<file path="config.mk">
export PLATFORM = sky130hd
export DESIGN_NAME = sw_conditioner
export DESIGN_NICKNAME = d
export VERILOG_FILES = /design/src/rtl/sw_conditioner_pkg.sv /design/src/rtl/debounce_ch.sv /design/src/rtl/sw_conditioner.sv
export SDC_FILE = /design/constraint.sdc
export NUM_CORES = 1
export LEC_CHECK = 0
export ABC_AREA = 1
export BUFFER_PORTS_ARGS = -buffer_cell sky130_fd_sc_hd__buf_2
export CORE_MARGIN = 1
export CORE_UTILIZATION = 65
export DETAILED_ROUTE_END_ITERATION = 8
export PLACE_DENSITY = 0.83
export SYNTH_ARGS = -nofsm -noshare
export SYNTH_HDL_FRONTEND = slang
export SYNTH_SLANG_ARGS = --single-unit
</file>
<file path="constraint.sdc">
create_clock -name clk -period 2.1 [get_ports clk]
set_input_delay 0.105 -clock clk [delete_from_list [all_inputs] [get_ports clk]]
set_output_delay 0.105 -clock clk [all_outputs]
set_load 0.01 [all_outputs]
</file>
<file path="src/rtl/sw_conditioner_pkg.sv">
// Shared constants for the switch conditioner: per-channel state encodings
// and default debounce length / counter width.
package sw_conditioner_pkg;

  localparam logic [0:0] ST_STABLE   = 1'b0;
  localparam logic [0:0] ST_COUNTING = 1'b1;

  localparam int DEBOUNCE_CYCLES_DEF = 16;
  localparam int CNT_W_DEF           = 16;

endpackage

</file>
<file path="src/rtl/debounce_ch.sv">
// One switch channel: 2-flop synchronizer plus a tick-qualified debounce counter.
// Output follows raw DEBOUNCE_CYCLES+3 edges after a stable step (tick=1); no backpressure.
module debounce_ch
  import sw_conditioner_pkg::*;
#(
  parameter int DEBOUNCE_CYCLES = DEBOUNCE_CYCLES_DEF,
  parameter int CNT_W           = CNT_W_DEF
) (
  input  logic clk,
  input  logic rst_n,
  input  logic tick,
  input  logic raw,
  output logic level,
  output logic upd
);

  localparam logic [CNT_W-1:0] CNT_LAST = CNT_W'(DEBOUNCE_CYCLES - 1);

  logic             s1;
  logic             s2;
  logic [0:0]       state;
  logic [CNT_W-1:0] count;
  logic             differs;

  assign differs = (s2 != level);

  // Asserted on the edge at which level takes the synchronized value.
  assign upd = (state == ST_COUNTING) && differs && tick && (count == CNT_LAST);

  always_ff @(posedge clk or negedge rst_n) begin
    if (!rst_n) begin
      s1 <= 1'b0;
      s2 <= 1'b0;
    end else begin
      s1 <= raw;
      s2 <= s1;
    end
  end

  always_ff @(posedge clk or negedge rst_n) begin
    if (!rst_n) begin
      state <= ST_STABLE;
      count <= '0;
      level <= 1'b0;
    end else begin
      case (state)
        ST_STABLE: begin
          if (differs) begin
            state <= ST_COUNTING;
            count <= '0;
          end
        end
        default: begin
          if (!differs) begin
            // Input bounced back before qualifying: drop the attempt.
            state <= ST_STABLE;
            count <= '0;
          end else if (tick) begin
            if (count == CNT_LAST) begin
              level <= s2;
              count <= '0;
              state <= ST_STABLE;
            end else begin
              count <= count + CNT_W'(1);
            end
          end
        end
      endcase
    end
  end

endmodule

</file>
<file path="src/rtl/sw_conditioner.sv">
// Debounces three asynchronous switch inputs (a, b, sel) and flags any output update.
// Latency DEBOUNCE_CYCLES+3 qualified edges per channel, changed one cycle pulse; no backpressure.
module sw_conditioner
  import sw_conditioner_pkg::*;
#(
  parameter int DEBOUNCE_CYCLES = DEBOUNCE_CYCLES_DEF,
  parameter int CNT_W           = CNT_W_DEF
) (
  input  logic clk,
  input  logic rst_n,
  input  logic tick,
  input  logic a_raw,
  input  logic b_raw,
  input  logic sel_raw,
  output logic a,
  output logic b,
  output logic sel,
  output logic changed
);

  logic [2:0] upd;

  debounce_ch #(.DEBOUNCE_CYCLES(DEBOUNCE_CYCLES), .CNT_W(CNT_W)) u_a (
    .clk(clk), .rst_n(rst_n), .tick(tick), .raw(a_raw), .level(a), .upd(upd[0])
  );

  debounce_ch #(.DEBOUNCE_CYCLES(DEBOUNCE_CYCLES), .CNT_W(CNT_W)) u_b (
    .clk(clk), .rst_n(rst_n), .tick(tick), .raw(b_raw), .level(b), .upd(upd[1])
  );

  debounce_ch #(.DEBOUNCE_CYCLES(DEBOUNCE_CYCLES), .CNT_W(CNT_W)) u_sel (
    .clk(clk), .rst_n(rst_n), .tick(tick), .raw(sel_raw), .level(sel), .upd(upd[2])
  );

  // Simultaneous channel updates merge into a single pulse.
  always_ff @(posedge clk or negedge rst_n) begin
    if (!rst_n) begin
      changed <= 1'b0;
    end else begin
      changed <= |upd;
    end
  end

endmodule

</file>
* Yosys cells after proc, flatten, opt, wreduce, memory -nomap -nowiden
Index checks and enable logic that the tools add are counted.
** Storage, ports and cells
- Register bits :: 61
** Cells by class
- Add/subtract/negate cells :: 3
- Reduce and logical (&&, ||, !) cells :: 19
- Equal/unequal tests :: 9
- Multiplexer cells :: 30
** Operators by type and width (count)
- 16-bit two-way mux :: 15
- 16-bit by 1-bit adder with 16-bit output (second input constant) :: 3
- 16-bit by 4-bit == test with 1-bit output (second input constant) :: 3
- 1-bit two-way mux :: 15
- 4-bit AND reduction :: 3
- 1-bit logical AND :: 9
- 3-bit != test (second input constant) :: 3
- 2-bit AND reduction :: 3
- 2-bit nonzero test :: 3
- 1-bit != test :: 3
- 3-bit OR reduction :: 1

* Longest topological paths before layout
- Word-level depth :: 5
- Mapped depth :: 10

* By module
A second synthesis with hierarchy kept.
** Unflattened totals
- Cells, all modules :: 493
- Area total of the unflattened synthesis :: 3579.7 um^2
** By module, submodules not included
- debounce_ch :: area each 1181.1 um^2, instances 3, cells each 163
- sw_conditioner :: area each 36.3 um^2, instances 1, cells each 4

* Worst setup path after synthesis
No wires, ideal clock.
- Path kind :: reg-to-reg
- From :: register u_sel.count[0]
- To :: register u_sel.count[2]
- Cell stages (with the launch flop) :: 9
- Path buffers :: 0
- Required time :: 1.984 ns
- Setup time :: 0.116 ns
- Slack :: 0.749 ns
- Clock period less this slack :: 1.351 ns
- Data arrival time :: 1.235 ns
- Cells stage by stage :: dfrtp_1 -> ha_1 -> nand3_1 -> nor2_1 -> nand2_1 -> nand2_2 -> nand2_2 -> inv_2 -> nor2_1
** Between the ends
- Cells in the longest elaborated chain, start to end :: 5
** Ends and longest elaborated chain
- start, declared :: line debounce_ch.sv:22 : logic [CNT_W-1:0] count;
- start signal, assigned :: line debounce_ch.sv:64 : count <= count + CNT_W'(1);
- 16-bit by 1-bit adder with 16-bit output / 16-bit by 4-bit == test with 1-bit output (equally long branches) :: line debounce_ch.sv:64, debounce_ch.sv:59
- 16-bit two-way mux (*) :: line debounce_ch.sv:59 : if (count == CNT_LAST) begin
- 16-bit two-way mux (*) :: line debounce_ch.sv:58 : end else if (tick) begin
- 16-bit two-way mux (*) :: line debounce_ch.sv:54 : if (!differs) begin
- 16-bit two-way mux (*) :: line debounce_ch.sv:46 : case (state)
Mark *: on every way between the ends. The rest lies on a longest branch, timed or not. The select of a mux whose other input is x is not followed.
A chain may end at the register's enable or synchronous reset.

* Worst setup path after layout
- From :: register u_sel.count[0]
- To :: register u_sel.count[8]
Same word-level chain as after synthesis.

==> run_results.csv <==
group,metric,value,unit
outcome,outcome,"complete, no violations",
clocking,cts.htree.levels,3,
clocking,post-cts-setup-buffer-count,0,
critical_path,rr_startpoint,"u_sel.count[0]",
final_layout,diodes,0,
clocking,cts.sinks,61,
critical_path,cpPeakStageDelay,0.38,ns
pwr,clkPwrFrac,45.0,%
sta,fin_worst_skew,0.00494,ns
synth,synth-edff-count,0,
pwr,switching_power,597,µW
sta,min_period,1.60,ns
sta,rsz0062_at_grt,"false",
critical_path,crit_path_frequent_cell,"nand2_2",
global_route,grt_pass1_vias,3120,
global_route,grt_usage,28.5,%
routing,final_antenna_net_count,0,
clocking,cts_tree,"yes",
final_layout,area.sequential,0.00153,mm²
critical_path,worst_ep_arrival_time,1.82,ns
sta,hold_viol,0,
critical_path,ff2ff_path_depth,8,
sta,setup_tns,0,ns
final_layout,final_layout_size_suffix_gt1_share,14.1,%
routing,drtPass1Iterations,5,
sta,slew_headroom,70.9,%
clocking,clkTransAtPathRegs,0.07,ns
critical_path,r2r_end,"u_sel.count[8]",
floorplan,io-pin-count,10,
floorplan,die_w,78.2,µm
synth,syn_area_per_cell,7.00,µm²
pwr,p_leak,2.01,nW
synth,ys_seq_elements,61,
clocking,cts-root-buf,"clkbuf_8",
final_layout,finalNetCount,565,
place,dp_hpwl,5.60,mm
critical_path,cp_cell_sequence,"ha_1 -> nand3_1 -> nor2_1 -> nand2_1 -> nand2_2 -> nand2_2 -> inv_2 -> a21oi_1",
routing,drt_iter0_markers,246,
synth,yosys.area.top_type,"dfrtp_1",
sta,worstMarginPinSlew,0.437,ns
final_layout,multiInputGateArea,0.00194,mm²
pwr,power_density,619,mW/mm²
critical_path,crit_cells,8,
synth,synthesis.nets,548,
global_route,antenna_found_initial,0,
floorplan,core,0.00554,mm²
clocking,cts_buffers,9,
critical_path,crit_path_start_kind,"register",
routing,via_per_inst,5.40,
sta,min_period_over_period,76.1,%
global_route,grt_pass1_wl,13.6,mm
synth,synth.area.top_cells,"dfrtp_1 (40%), nand2_1 (16%), nor2_1 (12%)",
floorplan,initial_utilization,68.1,%
clocking,insertion_delay,0.33,ns
floorplan,die_area,0.00611,mm²
synth,synth_common_cells,"nand2_1 (164), nor2_1 (121), dfrtp_1 (61), inv_1 (44), nand3_1 (39)",
pwr,seqPwrFrac,47.8,%
place,routabilityCongestion,0.908,
critical_path,worst_setup_path_end_kind,"register",
synth,synthArstFlopShare,100,%
critical_path,path_class,"register to register",
place,port_buffers,9,
critical_path,crit_slowest_cell,"dfrtp_1",
critical_path,cp_top_family,"simple AND/OR/NAND/NOR gates",
synth,synth.distinct_cells,30,
final_layout,fillCellCount,445,
floorplan,die_h,78.2,µm
synth,yosysMostFrequentCell,"nand2_1",
pwr,vdd.ir_drop.worst,0.513,mV
critical_path,cp-startpoint,"u_sel.count[0]",
place,pre_cts_ws,0.563,ns
synth,netlist_area,0.00377,mm²
critical_path,r2r_setup_slack,0.50,ns
clocking,hold_buffers,4,
sta,fmax,0.626,GHz
critical_path,path_buf_inv,1,
sta,layout_setup_ws,0.502,ns
clocking,cts.path.max_buffers,2,
hold_path,min_path_type,"primary input to register",
routing,wl,7.82,mm
global_route,grt-ovfl-total,0,
final_layout,syn_to_final_growth,8.29,%
critical_path,crit_fanout,8,
critical_path,critPathRequiredTime,2.32,ns
flow_run,max-cap-violations,0,
floorplan,std_cell_rows,27,
sta,slew_violations,0,
synth,synth_ff_type,"dfrtp_1",
pwr,comb_power_share,7.3,%
sta,final-setup-viol-count,0,
synth,netlist_instances,539,
routing,drc,0,
final_layout,utilization,73.7,%
synth,synth_top_area_share,40.5,%
pwr,internal_power,1.93,mW
clocking,cts_resized,0,
global_route,grt_max_degree,46,
pwr,switching_share,23.6,%
synth,ys_warn_count,0,
synth,synth_seq_area_share,40.5,%
routing,vias,3411,
routing,wl_per_cell,12.4,µm
critical_path,cp-endpoint,"u_sel.count[8]",
## stage by stage
step           hold slack [ns]  instance area, µm²  std cells  total power [mW]
3_5_place_dp            0.0655                3830        613              1.40
3_3_place_gp            0.0607                3830        613              1.40
4_1_cts                  0.160                4090        632              2.55
2_1_floorplan           -0.191                3770        539              1.36
5_1_grt                  0.176                4090        632              2.62
6_report                 0.173                4090        632              2.53
## state kept, by name (all words and copies together), names as in the netlist
name / flops
u_sel.state: 1
changed: 1
u_sel.level: 1
u_b.state: 1
u_a.state: 1
u_a.level: 1
u_b.s1: 1
u_sel.s2: 1
u_sel.s1: 1
u_b.level: 1
u_a.count: 16
u_sel.count: 16
u_a.s1: 1
u_b.count: 16
u_a.s2: 1
u_b.s2: 1
## worst reg2reg max path, stage by stage, from the launching register on
cell	delay [ns]
dfrtp_1	0.38
ha_1	0.22
nand3_1	0.12
nor2_1	0.19
nand2_1	0.11
nand2_2	0.11
nand2_2	0.14
inv_2	0.14
a21oi_1	0.07
## power by group through the flow
stage / Sequential [mW] / Combinational, mW / Clock, mW
6_report: 1.21 / 0.183 / 1.14
5_1_grt: 1.21 / 0.205 / 1.21
3_3_place_gp: 1.23 / 0.172 / 0
3_5_place_dp: 1.23 / 0.177 / 0
2_1_floorplan: 1.22 / 0.140 / 0
4_1_cts: 1.21 / 0.184 / 1.16
## layer usage
layer	wire length, µm	track usage, %
met3	427	5.81
met5	0	0
met1	3540	36.9
met2	3770	47.9
met4	78	8.89
## final cells by class
class                   count  share of cell area [%]
multi-input cells         415                    47.4
flip-flops and latches     61                    37.4
inverters                  55                    5.18
clock buffers              11                    3.46
repair buffers             14                    2.57
well taps                  72                    2.21
clock inverters             4                    1.78
## cell families after synthesis
logic type / Yosys count / synth area share [%]
adder cells (fa/ha/maj): 3 / 0.995
XOR/XNOR: 4 / 0.929
multiplexers: 1 / 0.265
buffers and inverters: 63 / 8.16
AND/OR/NAND/NOR: 380 / 44.5
AO/OA/AOI/OAI: 27 / 4.64
flip-flops: 61 / 40.5
## how the worst min path moves through the flow
stage               start  cells after the start  slack, ns            end
floorplan           rst_n                      0      -0.19        changed
global placement    rst_n                      1       0.06  u_a.count[13]
detailed placement  rst_n                      1       0.07  u_a.count[13]
CTS                  tick                      3       0.16   u_a.count[5]
global route         tick                      3       0.18   u_b.count[6]
finish               tick                      3       0.17   u_a.count[5]
## cell usage in the layout (no fill, tap or decap), types with 2 or more instances in the layout
| cell type | count |
|---|---|
| nand3_1 | 39 |
| nand3_2 | 8 |
| inv_1 | 44 |
| o21ai_0 | 6 |
| dfrtp_1 | 61 |
| nor2_1 | 121 |
| clkbuf_8 | 10 |
| o21bai_1 | 2 |
| xor2_1 | 4 |
| nand2_1 | 164 |
| nor2_2 | 5 |
| nand2_2 | 18 |
| bufinv_16 | 2 |
| ha_1 | 3 |
| nor3_1 | 3 |
| nand4_1 | 13 |
| o21bai_2 | 5 |
| buf_2 | 9 |
| nand2_4 | 4 |
| o21ai_1 | 2 |
| a21oi_1 | 11 |
| dlygate4sd3_1 | 4 |
| inv_2 | 10 |
| nand4_2 | 2 |
Power figures use the tool's default switching activity.
